===== src/rtl/debug_port_arbiter.sv =====
`default_nettype none
// +----------------------------------------------------------------------------+
// | Module      : debug_port_arbiter                                           |
// | Description : Shares the CPU debug port between two requesters (0 = JTAG   |
// |               bridge, 1 = serial monitor). Grants exclusive ownership,     |
// |               sequences procedure runs and reports completion to owner.    |
// | Config      : DEBUG_ARB_TIMEOUT_EN adds a per-wait-state abort counter.    |
// | Revision    : 1.0 - initial release                                        |
// +----------------------------------------------------------------------------+
module debug_port_arbiter #(
  parameter int TIMEOUT = 4096,
  parameter int ADDR_W  = 8
) (
  input  logic                  clk,
  input  logic                  reset_n,
  input  logic [1:0]            req_seize,
  input  logic [1:0]            req_run,
  input  logic [2*ADDR_W-1:0]   req_addr,
  input  logic [31:0]           req_wr_val,
  input  logic [1:0]            req_wr_en,
  output logic [1:0]            req_grant,
  output logic [1:0]            req_stopped,
  output logic [1:0]            req_done,
  output logic [1:0]            req_err,
  output logic [15:0]           req_val,
  output logic                  debug_seize,
  output logic                  debug_run,
  output logic [ADDR_W-1:0]     debug_addr,
  output logic [15:0]           debug_wr_val,
  output logic                  debug_wr_en,
  input  logic                  debug_stopped,
  input  logic [15:0]           debug_val
);

  typedef enum logic [2:0] {
    ST_IDLE   = 3'd0,
    ST_OWNED  = 3'd1,
    ST_RUN_LO = 3'd2,
    ST_RUN_HI = 3'd3,
    ST_DONE   = 3'd4
  } state_t;

  state_t              state_q, state_d;
  logic                owner_q, owner_d;
  logic                last_owner_q, last_owner_d;
  logic [1:0]          grant_q, grant_d;
  logic                run_pend_q, run_pend_d;
  logic                debug_run_q, debug_run_d;
  logic [ADDR_W-1:0]   debug_addr_q, debug_addr_d;
  logic                debug_wr_en_q, debug_wr_en_d;
  logic [15:0]         debug_wr_val_q, debug_wr_val_d;
  logic [15:0]         req_val_q, req_val_d;
  logic [1:0]          req_done_q, req_done_d;
  logic [1:0]          req_err_q, req_err_d;

  // Owner's view of the request inputs; the non-owner is never looked at
  logic                own_seize;
  logic                own_run;
  logic                own_wr_en;
  logic [ADDR_W-1:0]   own_addr;
  logic [15:0]         own_wr_val;
  logic [1:0]          owner_onehot;
  logic                timeout_hit;

  assign own_seize    = owner_q ? req_seize[1] : req_seize[0];
  assign own_run      = owner_q ? req_run[1]   : req_run[0];
  assign own_wr_en    = owner_q ? req_wr_en[1] : req_wr_en[0];
  assign own_addr     = owner_q ? req_addr[2*ADDR_W-1:ADDR_W] : req_addr[ADDR_W-1:0];
  assign own_wr_val   = owner_q ? req_wr_val[31:16] : req_wr_val[15:0];
  assign owner_onehot = owner_q ? 2'b10 : 2'b01;

`ifdef DEBUG_ARB_TIMEOUT_EN
  localparam logic [15:0] TIMEOUT_LAST = 16'(TIMEOUT - 1);
  logic [15:0] timer_q, timer_d;

  assign timeout_hit = (timer_q == TIMEOUT_LAST);

  // Wait-state watchdog: restarts on every state change, counts while waiting on the CPU
  always_comb begin
    timer_d = timer_q;
    if (state_d != state_q) begin
      timer_d = 16'd0;
    end else if (state_q == ST_RUN_LO || state_q == ST_RUN_HI) begin
      timer_d = timer_q + 16'd1;
    end
  end

  // Watchdog counter register
  always_ff @(posedge clk or negedge reset_n) begin
    if (!reset_n) timer_q <= 16'd0;
    else          timer_q <= timer_d;
  end
`else
  // Without the watchdog a wait state never aborts
  logic unused_timeout_cfg;
  assign unused_timeout_cfg = (TIMEOUT != 0);
  assign timeout_hit        = 1'b0;
`endif

  // Arbitration, run sequencing and write forwarding
  always_comb begin
    state_d        = state_q;
    owner_d        = owner_q;
    last_owner_d   = last_owner_q;
    grant_d        = grant_q;
    run_pend_d     = run_pend_q;
    debug_run_d    = 1'b0;
    debug_addr_d   = debug_addr_q;
    debug_wr_en_d  = 1'b0;
    debug_wr_val_d = debug_wr_val_q;
    req_val_d      = req_val_q;
    req_done_d     = 2'b00;
    req_err_d      = 2'b00;

    // Write strobes pass through whenever no procedure is executing
    if ((state_q == ST_OWNED || state_q == ST_DONE) && own_wr_en) begin
      debug_wr_en_d  = 1'b1;
      debug_wr_val_d = own_wr_val;
    end

    case (state_q)
      ST_IDLE: begin
        if (req_seize != 2'b00) begin
          // On a tie the requester that did not own last time wins
          owner_d      = (req_seize == 2'b11) ? ~last_owner_q : req_seize[1];
          last_owner_d = owner_d;
          grant_d      = owner_d ? 2'b10 : 2'b01;
          state_d      = ST_OWNED;
        end
      end
      ST_OWNED: begin
        if (run_pend_q) begin
          // Run that arrived together with a write goes out one cycle late
          run_pend_d  = 1'b0;
          debug_run_d = 1'b1;
          state_d     = ST_RUN_LO;
        end else if (!own_seize) begin
          grant_d = 2'b00;
          state_d = ST_IDLE;
        end else if (own_run) begin
          debug_addr_d = own_addr;
          if (own_wr_en) begin
            run_pend_d = 1'b1;
          end else begin
            debug_run_d = 1'b1;
            state_d     = ST_RUN_LO;
          end
        end
      end
      ST_RUN_LO: begin
        if (!debug_stopped) begin
          state_d = ST_RUN_HI;
        end else if (timeout_hit) begin
          state_d    = ST_DONE;
          req_done_d = owner_onehot;
          req_err_d  = owner_onehot;
        end
      end
      ST_RUN_HI: begin
        if (debug_stopped) begin
          state_d    = ST_DONE;
          req_done_d = owner_onehot;
          req_val_d  = debug_val;
        end else if (timeout_hit) begin
          state_d    = ST_DONE;
          req_done_d = owner_onehot;
          req_err_d  = owner_onehot;
        end
      end
      ST_DONE: begin
        // A release requested mid-run takes effect here
        if (!own_seize) begin
          grant_d = 2'b00;
          state_d = ST_IDLE;
        end else begin
          state_d = ST_OWNED;
        end
      end
      default: begin
        grant_d = 2'b00;
        state_d = ST_IDLE;
      end
    endcase
  end

  // State and output registers
  always_ff @(posedge clk or negedge reset_n) begin
    if (!reset_n) begin
      state_q        <= ST_IDLE;
      owner_q        <= 1'b0;
      last_owner_q   <= 1'b1;
      grant_q        <= 2'b00;
      run_pend_q     <= 1'b0;
      debug_run_q    <= 1'b0;
      debug_addr_q   <= '0;
      debug_wr_en_q  <= 1'b0;
      debug_wr_val_q <= 16'd0;
      req_val_q      <= 16'd0;
      req_done_q     <= 2'b00;
      req_err_q      <= 2'b00;
    end else begin
      state_q        <= state_d;
      owner_q        <= owner_d;
      last_owner_q   <= last_owner_d;
      grant_q        <= grant_d;
      run_pend_q     <= run_pend_d;
      debug_run_q    <= debug_run_d;
      debug_addr_q   <= debug_addr_d;
      debug_wr_en_q  <= debug_wr_en_d;
      debug_wr_val_q <= debug_wr_val_d;
      req_val_q      <= req_val_d;
      req_done_q     <= req_done_d;
      req_err_q      <= req_err_d;
    end
  end

  assign req_grant    = grant_q;
  assign req_stopped  = grant_q & {2{debug_stopped}};
  assign req_done     = req_done_q;
  assign req_err      = req_err_q;
  assign req_val      = req_val_q;
  assign debug_seize  = |grant_q;
  assign debug_run    = debug_run_q;
  assign debug_addr   = debug_addr_q;
  assign debug_wr_val = debug_wr_val_q;
  assign debug_wr_en  = debug_wr_en_q;

endmodule
`default_nettype wire

===== config.mk =====
export PLATFORM = sky130hd
export DESIGN_NAME = debug_port_arbiter
export DESIGN_NICKNAME = d
export VERILOG_FILES = /design/src/rtl/debug_port_arbiter.sv
export SDC_FILE = /design/constraint.sdc
export NUM_CORES = 1
export LEC_CHECK = 0
export ABC_AREA = 1
export BUFFER_PORTS_ARGS = -buffer_cell sky130_fd_sc_hd__buf_2
export CORE_MARGIN = 2
export CORE_UTILIZATION = 26
export CTS_CLUSTER_DIAMETER = 150
export DETAILED_ROUTE_END_ITERATION = 7
export PLACE_DENSITY_LB_ADDON = 0.1
export SYNTH_ARGS = -nofsm -noshare
export SYNTH_HDL_FRONTEND = slang
export SYNTH_SLANG_ARGS = --single-unit

===== constraint.sdc =====
create_clock -name clk -period 2.9 [get_ports clk]
set_input_delay 0.29 -clock clk [delete_from_list [all_inputs] [get_ports clk]]
set_output_delay 0.29 -clock clk [all_outputs]
set_load 0.01 [all_outputs]

==> run metrics, run 1 <==
Crit. End Element flop; CP delay by family, top compound AO/OA/AOI/OAI gates; FF-to-FF End debug_wr_val[7]$_DFFE_PN0P_; CP Launch Type flop; global-route usage over all layers 12.7%; Die H 104 microns; Final #Nets 537; CTS tree built; Slew Limit Headroom 45.6%; placed insts 590; Yosys top cell area share 49.2%; Warnings, synthesis 0; skew final 0.0174 ns; largest net degree at the start of global routing 37; CP max-delay cell a21oi_4; Max Buffers Root-to-Sink 2; clock latency on the worst-skew pair 0.31 ns; register bit total from synthesis 52; H-Tree Depth 2; Final Critical Period 1.94 ns; antenna viol nets, final 0; CP arrival 2.11 ns; VDD IR max 275 uV; post-cts resize count 0; unrepaired setup endpoints after global routing no; diodes inserted 0; Final Setup Violations 0; final WL 6500 microns; worst-path cell chain inv_2, nand2_1, nand2_1, inv_1, a21oi_4, o21ai_0; fin crit share 66.9%; commonest non-fill, non-tap cell in the layout nand2_1; Max Cap Violations 0; worst path bufs/invs 2; Worst Path Required 3.07 ns; antenna violations before repair 0; Max Slew Vio Count 0; final hold viol count 0; # DRC 0; Setup CP Type flop to flop; Post-Syn Area 0.00260 sq mm; vias per cell 3.96; Critical Path Max Stage Delay 0.53 ns; drt initial violations 45; Horiz. Die Dim 104 microns; status finished clean; die area 0.0108 sq mm; dominant synthesized flop cell dfrtp_1; num ports 124; clock root buffer clkbuf_8; std cell rows 36; syn_area_per_cell 7.48 sq um; postcts setup bufs 0; R2R Path Start owner_q$_DFFE_PN0P_; first-pass GRT wire length 11200 microns; CTS hold repair buffers 0; reg-to-reg slack, setup 0.96 ns; Leak Pwr 0.00199 uW; Crit Path Max Fanout 33; IO Port Bufs 121; Clock Sink Count 52; Synth area leader dfrtp_1; Worst Hold Margin 0.0558 ns; Peak Freq 516 MHz; Synth area leaders dfrtp_1 49%, nand2_1 25%, o21ai_0 5.0%; EDFF count, synth 0; first-pass detailed-route iteration total 4; hold crit path type input pin to asynchronous set/reset pin; most frequent CP cell nand2_1; Power Dens Cells 928 mW/mm^2; CTS clock-pin slew for the worst setup and hold paths 0.11 ns; setup TNS 0 ns; DP Wirelength 4910 microns; vias in the first global route 2381; R2R depth 6; part of the Yosys area used for sequential elements 50.2%; Netlist cell types 26; Post-Synthesis Cells 347; Starting Density 26.7%; final cell count without fillers 598; CORE AREA 0.00973 sq mm; WL/cell 10.9 microns; fraction of registers with async set/reset 100%; fill count 1103; CTS Buf Count 5; Slew @ Worst Pin 0.817 ns; commonest non-fill, non-tap cells in the layout 174 x nand2_1, 121 x buf_2, 51 x dfrtp_1; grt total ovfl 0; vias after detailed routing 2371; Layout area overhead 29.9%; layout cells sized above 1 32.3%; routability cong. 0.737
layout make-up:
type                       instances  area (sq um)  area share (%)
clock buffer                       6          72.6            2.15
sequential                        52          1300            38.6
clock inverter                     2          16.3           0.482
tap                              133           166            4.94
inverter                          39           146            4.34
timing repair buffer             123           621            18.4
multi-input combinational        243          1050            31.1
power by group:
part           switching, uW  total (uW)  internal [uW]
logic                    917        1460            547
clock network            252         426            174
registers                186        1240           1050
total                   1350        3130           1770
cells by family after synthesis:
| logic type | count (synthesis) | synth area share [%] |
|---|---|---|
| AOI/OAI and AO/OA | 33 | 7.23 |
| buffers and inverters | 53 | 9.64 |
| DFF | 52 | 50.2 |
| other | 1 | 0.144 |
| and+or+nand+nor | 208 | 32.8 |
metrics by stage:
stage / total power (uW) / setup WS [ns] / instance area [sq um] / utilization (%)
after detailed placement: 2760 / 0.906 / 3280 / 33.7
final: 3130 / 0.961 / 3370 / 34.7
after CTS: 3190 / 0.890 / 3370 / 34.7
after global placement: 2740 / 0.988 / 3280 / 33.7
after global routing: 3460 / 0.654 / 3370 / 34.7
after floorplan: 2240 / 1.57 / 2600 / -
sequential cells by signal, summed over array words and instances (netlist names):
name	cells
req_done	2
debug_wr_val	16
debug_wr_en	1
debug_addr	8
run_pend_q	1
owner_q	1
last_owner_q	1
req_val	16
state_q	3
debug_run	1
req_grant	2
worst register-to-register path, delay by kind of cell (launching register included):
| family | cells | cell delay (ns) |
|---|---|---|
| compound gates | 2 | 0.70 |
| simple gates | 2 | 0.24 |
| flops | 1 | 0.40 |
| buf+inv | 2 | 0.46 |
worst max-delay path by stage:
stage | start | end | slack (ns) | depth (start not counted)
global route | owner_q$_DFFE_PN0P_ | debug_wr_val[13]$_DFFE_PN0P_ | 0.65 | 7
finish | owner_q$_DFFE_PN0P_ | debug_wr_val[7]$_DFFE_PN0P_ | 0.96 | 6
floorplan | state_q[2]$_DFFE_PN0P_ | debug_wr_val[10]$_DFFE_PN0P_ | 1.57 | 7
detailed placement | owner_q$_DFFE_PN0P_ | debug_wr_val[10]$_DFFE_PN0P_ | 0.91 | 6
global placement | owner_q$_DFFE_PN0P_ | debug_wr_val[10]$_DFFE_PN0P_ | 0.99 | 6
CTS | owner_q$_DFFE_PN0P_ | debug_wr_val[7]$_DFFE_PN0P_ | 0.89 | 6
cells in the mapped netlist, types with 2 or more instances:
master	count
buf_6	5
nor2_2	2
inv_2	5
inv_1	34
nand3_1	6
dfrtp_1	51
nand2_2	4
o21ai_2	2
o21ai_0	26
nand2_4	2
buf_2	2
buf_4	3
clkbuf_1	4
nand2_1	174
nor2_1	16
metal layers:
| metal | track usage (%) | routed length [microns] | vias to the layer above |
|---|---|---|---|
| met2 | 22.0 | 3230 | 46 |
| met1 | 16.0 | 2940 | 1054 |
| met3 | 2.32 | 262 | 4 |
| met5 | 0 | 0 | - |
| met4 | 3.76 | 65 | 0 |
| li1 | - | - | 1267 |
(Power assumes the default switching activity.)
==> run 2, diff against run 1 <==
clock period = 1.7 ns   (was 2.9 ns; I/O delays follow)
==> run 2 against run 1 <==
Net effect:
- setup slack worse by 0.74 ns
- via count up 2.8%
- core utilization up 1.2 points
- sequential share of layout area down 1.2 points
- clock skew down 0.013 ns
- count of clock-buffer cells in the layout up 1
- clock power up 120%
- register-to-register slack worse by 0.74 ns
- wire length up 2.5%
- global-route usage down 0.090 points
- die area unchanged
- critical endpoint is now debug_wr_val[9]$_DFFE_PN0P_
- largest power group unchanged
==> run metrics, run 2 (synthesis results as in run 1) <==
WL/cell 11.0 microns (+1.2%); R2R depth 6 (unchanged); Worst Path Required 1.93 ns (-1.14 ns); hold crit path type input pin to flop; Layout area overhead 34.2%; fill count 1120 (+1.5%); CP Launch Type flop; die area 0.0108 sq mm (unchanged); Crit Path Max Fanout 33 (unchanged); status finished clean; grt total ovfl 0 (unchanged); layout cells sized above 1 33.4% (+1.1 points); commonest non-fill, non-tap cell in the layout nand2_1; Total Power 5660 uW (+81%); Max Buffers Root-to-Sink 2 (unchanged); vias after detailed routing 2437 (+2.8%); CTS clock-pin slew for the worst setup and hold paths 0.09 ns (-0.02 ns); drt initial violations 54 (+20%); clock latency on the worst-skew pair 0.30 ns (about the same); Power Dens Cells 1620 mW/mm^2 (+75%); Die H 104 microns (unchanged); clock root buffer clkbuf_8; Starting Density 26.7% (unchanged); fin crit share 87.2% (+20 points); Setup CP Type flop to flop; first-pass detailed-route iteration total 4 (unchanged); Final Setup Violations 0 (unchanged); largest net degree at the start of global routing 34 (-8.1%); Crit. End Element flop; Final Critical Period 1.48 ns (-0.456 ns); area occupied by multi-input gates 0.00105 sq mm (unchanged); Horiz. Die Dim 104 microns (unchanged); Final #Nets 545 (+1.5%); skew final 0.00416 ns (-0.0132 ns); CORE AREA 0.00973 sq mm (unchanged); Final WS setup 0.217 ns (-0.744 ns); # DRC 0 (unchanged); antenna violations before repair 0 (unchanged); post-place setup slack 0.245 ns (-0.661 ns); register area 0.00130 sq mm (unchanged); Clock Sink Count 52 (unchanged); post-cts resize count 0 (unchanged); std cell rows 36 (unchanged); final hold viol count 0 (unchanged); Peak Freq 674 MHz (+31%); CTS Buf Count 5 (unchanged); Worst Hold Margin 0.0576 ns (+0.00180 ns); commonest non-fill, non-tap cells in the layout 174 x nand2_1, 121 x buf_2, 51 x dfrtp_1; H-Tree Depth 2 (unchanged); CP arrival 1.71 ns (-0.40 ns); VDD IR max 485 uV (+77%); Util after Layout 35.8% (+1.2 points); Leak Pwr 0.00205 uW (+3.3%); hold path depth 3; unrepaired setup endpoints after global routing no; num ports 124 (unchanged); antenna viol nets, final 0 (unchanged); first-pass GRT wire length 11000 microns (-2.2%); vias in the first global route 2374 (-0.29%); CTS tree built; IO Port Bufs 121 (unchanged); global-route usage over all layers 12.6% (-0.090 points); final WL 6660 microns (+2.5%); Max Slew Vio Count 0 (unchanged); routability cong. 0.785 (+6.5%); setup TNS 0 ns (unchanged); DP Wirelength 5180 microns (+5.3%); vias per cell 4.02 (+1.4%); Max Cap Violations 0 (unchanged); diodes inserted 0 (unchanged)
-- run 2: layer usage --
| metal | track usage [%] | share of wire, % | vias up |
|---|---|---|---|
| met2 | 21.8 | 49 | 58 |
| met1 | 15.4 | 45 | 1089 |
| li1 | - | - | 1284 |
| met3 | 2.88 | 4.7 | 6 |
| met4 | 4.34 | 1.2 | 0 |
| met5 | 0 | 0 | - |
-- run 2: worst max-delay path: stages (launching register included) --
cell     delay, ns
dfrtp_1       0.48
nor2_1        0.21
nand2_1       0.17
a21oi_4       0.21
buf_12        0.19
nand2_1       0.07
o21ai_0       0.07
-- run 2: path summary, 6_finish.rpt --
kind | startpoint | to | slack, ns
min reg2reg | req_val[10]$_DFFE_PN0P_ | req_val[10]$_DFFE_PN0P_ | 0.48
max reg2reg | state_q[1]$_DFFE_PN0P_ | debug_wr_val[9]$_DFFE_PN0P_ | 0.22
min in group asynchronous | reset_n | owner_q$_DFFE_PN0P_ | 0.31
min | debug_val[6] | req_val[6]$_DFFE_PN0P_ | 0.06
max | state_q[1]$_DFFE_PN0P_ | debug_wr_val[9]$_DFFE_PN0P_ | 0.22
max in group asynchronous | reset_n | debug_addr[6]$_DFFE_PN0P_ | 0.80
-- run 2: final cells by class --
type | instances | area share (%)
tap | 133 | 4.78
clock inverter | 1 | 0.862
sequential | 52 | 37.4
inverter | 39 | 4.20
clock buffer | 7 | 2.76
multi-input combinational | 243 | 30.1
timing repair buffer | 131 | 20.0
-- run 2: power breakdown --
part	total (uW)	internal, uW	switching [uW]
Sequential	2130	1800	337
Combinational	2600	1020	1570
Clock	929	520	409
-- run 2: what timing repair did --
item                                   CTS  global route
endpoints found under the hold margin   12             0
setup endpoints to repair                0             0
hold buffers                             1             0
setup buffers                            0             0
-- run 2: through the flow --
step                      area (sq um)  cells
final                             3480    606
after global routing              3480    606
after CTS                         3480    606
after detailed placement          3350    597
after global placement            3350    597
after floorplan                   2600    348
==> run 3, diff against run 2 <==
--- a/config.mk
+++ b/config.mk
@@ -13,4 +13,5 @@
 export DETAILED_ROUTE_END_ITERATION = 7
 export PLACE_DENSITY_LB_ADDON = 0.1
+export REMOVE_ABC_BUFFERS = 1
 export SYNTH_ARGS = -nofsm -noshare
 export SYNTH_HDL_FRONTEND = slang
==> constraint.sdc (replaced) <==
create_clock -name clk -period 1.7 [get_ports clk]
set_input_delay 0.255 -clock clk [delete_from_list [all_inputs] [get_ports clk]]
set_output_delay 0.255 -clock clk [all_outputs]
set_load 0.01 [all_outputs]
==> run 3 against run 2 <==
Net effect:
- clock skew about the same
- sequential power barely moved
- critical path type unchanged
- cell area decreased by 1.2%
- largest power group unchanged
- critical endpoint is now debug_wr_val[10]$_DFFE_PN0P_
==> run metrics, run 3 (synthesis results as in run 1) <==
antenna violations before repair 0 (unchanged); CTS clock-pin slew for the worst setup and hold paths 0.09 ns (about the same); Slew @ Worst Pin 0.547 ns; CP delay by family, top flip-flops; Starting Density 26.7% (unchanged); global-route usage over all layers 13.1% (+0.56 points); WL/cell 11.0 microns (about the same); worst path bufs/invs 3 (+2); Clock Sink Count 52 (unchanged); grt total ovfl 0 (unchanged); vias per cell 4.05 (+0.70%); clock root buffer clkbuf_8; commonest non-fill, non-tap cell in the layout nand2_1; Max Slew Vio Count 0 (unchanged); num ports 124 (unchanged); Worst Hold Margin 0.146 ns (+0.0888 ns); first-pass detailed-route iteration total 4 (unchanged); clock latency on the worst-skew pair 0.30 ns (about the same); # DRC 0 (unchanged); layout cells sized above 1 32.8% (-0.64 points); hold crit path type input pin to flop; vias in the first global route 2523 (+6.3%); H-Tree Depth 2 (unchanged); Final Setup Violations 0 (unchanged); post-cts resize count 0 (unchanged); Max Buffers Root-to-Sink 2 (unchanged); final hold viol count 0 (unchanged); unrepaired setup endpoints after global routing no; metal2 WL 3140 microns (-4.6%); WL met1 3130 microns (+5.1%); IO Port Bufs 121 (unchanged); Design Area, Final 0.00344 sq mm (-1.2%); first-pass GRT wire length 11800 microns (+7.2%); CP Launch Type flop; R2R Path Start state_q[2]$_DFFE_PN0P_; Setup CP Type flop to flop; drt initial violations 92 (+70%); Crit. Startpoint state_q[2]$_DFFE_PN0P_; std cell rows 36 (unchanged); commonest non-fill, non-tap cells in the layout 174 x nand2_1, 121 x buf_2, 51 x dfrtp_1; die area 0.0108 sq mm (unchanged); Critical Path Max Stage Delay 0.43 ns (-0.05 ns); Peak Freq 697 MHz (+3.3%); CORE AREA 0.00973 sq mm (unchanged); CP max-delay cell dfrtp_1; wire length on met3 297 microns (-5.4%); Leak Pwr 0.00202 uW (-1.5%); Crit Path Max Fanout 33 (unchanged); skew final 0.00422 ns (+0.0000609 ns); DP Wirelength 5000 microns (-3.4%); Crit. End Element flop; Die H 104 microns (unchanged); routability cong. 0.857 (+9.2%); vias after detailed routing 2442 (+0.21%); Horiz. Die Dim 104 microns (unchanged); CTS Buf Count 5 (unchanged); CTS tree built; final WL 6630 microns (-0.51%); CP arrival 1.62 ns (-0.09 ns); Area after DPL 0.00334 sq mm (-0.30%); Layout area overhead 32.6%; largest net degree at the start of global routing 34 (unchanged); Power Dens Cells 1590 mW/mm^2 (-2.3%); hold path start debug_val[0]; VDD IR max 426 uV (-12%); status finished clean; Slew Limit Headroom 63.5%; diodes inserted 0 (unchanged); top layer in use met4; Final #Nets 542 (-0.55%); Final Critical Period 1.44 ns (-0.0476 ns); worst-path cell chain inv_2, nand2_1, nor2_2, inv_1, a21oi_4, buf_12, o21ai_0; Worst Path Required 1.88 ns (-0.05 ns); Max Cap Violations 0 (unchanged); antenna viol nets, final 0 (unchanged); fin crit share 84.4% (-2.8 points)
## run 3: cell count changes in the layout (fill, tap and decap cells not counted), sizes merged
cell	previous run	this run
buf	130	127
clkinvlp	0	1
bufinv	1	0
## run 3: final cells by class
cell class | instances | area (sq um)
clock inverters | 1 | 7.51
fillers | 1098 | 6290
repair buffers | 128 | 686
multi-input cells | 243 | 1050
inverters | 39 | 146
well taps | 133 | 166
flip-flops and latches | 52 | 1300
clock buffers | 7 | 86.3
## run 3: report_power, final
group	leakage [uW]	switching, uW	internal (uW)	total, uW
registers	0.000655	324	1800	2120
clock network	0.0000445	402	332	734
logic	0.00132	1610	997	2600
total	0.00202	2330	3130	5460
## run 3: metrics by stage
step | power, uW | setup slack, ns | cells | util (%) | TNS [ns]
after floorplan | 3680 | -0.282 | 334 | - | -7.09
after global placement | 4780 | 0.311 | 594 | 34.3 | 0
after detailed placement | 4800 | 0.273 | 594 | 34.3 | 0
after CTS | 5570 | 0.251 | 603 | 35.4 | 0
after global routing | 6040 | 0.0569 | 603 | 35.4 | 0
final | 5460 | 0.264 | 603 | 35.4 | 0
## run 3: what timing repair did
item / in CTS / in global routing
hold buffers: 1 / 0
setup endpoints to repair: 0 / 0
setup buffers: 0 / 0
hold endpoints to repair: 19 / 0
## run 3: per-layer routing
| layer | up-vias | track usage [%] |
|---|---|---|
| met5 | - | 0 |
| met4 | 0 | 3.57 |
| met3 | 4 | 2.51 |
| met2 | 68 | 22.6 |
| met1 | 1091 | 16.9 |
| li1 | 1279 | - |
## run 3: worst min-delay path: cells and delay by family
| kind | cells | cell delay (ns) |
|---|---|---|
| buf+inv | 1 | 0.07 |
| simple gates | 2 | 0.09 |
## run 3: final timing paths
path | to | slack (ns) | cells past startpoint
min in group asynchronous | debug_addr[0]$_DFFE_PN0P_ | 0.47 | 2
max in group asynchronous | req_done[0]$_DFF_PN0_ | 0.66 | 3
setup / recovery | debug_wr_val[10]$_DFFE_PN0P_ | 0.26 | 7
setup reg to reg | debug_wr_val[10]$_DFFE_PN0P_ | 0.26 | 7
hold / removal | req_val[0]$_DFFE_PN0P_ | 0.15 | 3
hold reg to reg | req_val[7]$_DFFE_PN0P_ | 0.47 | 2
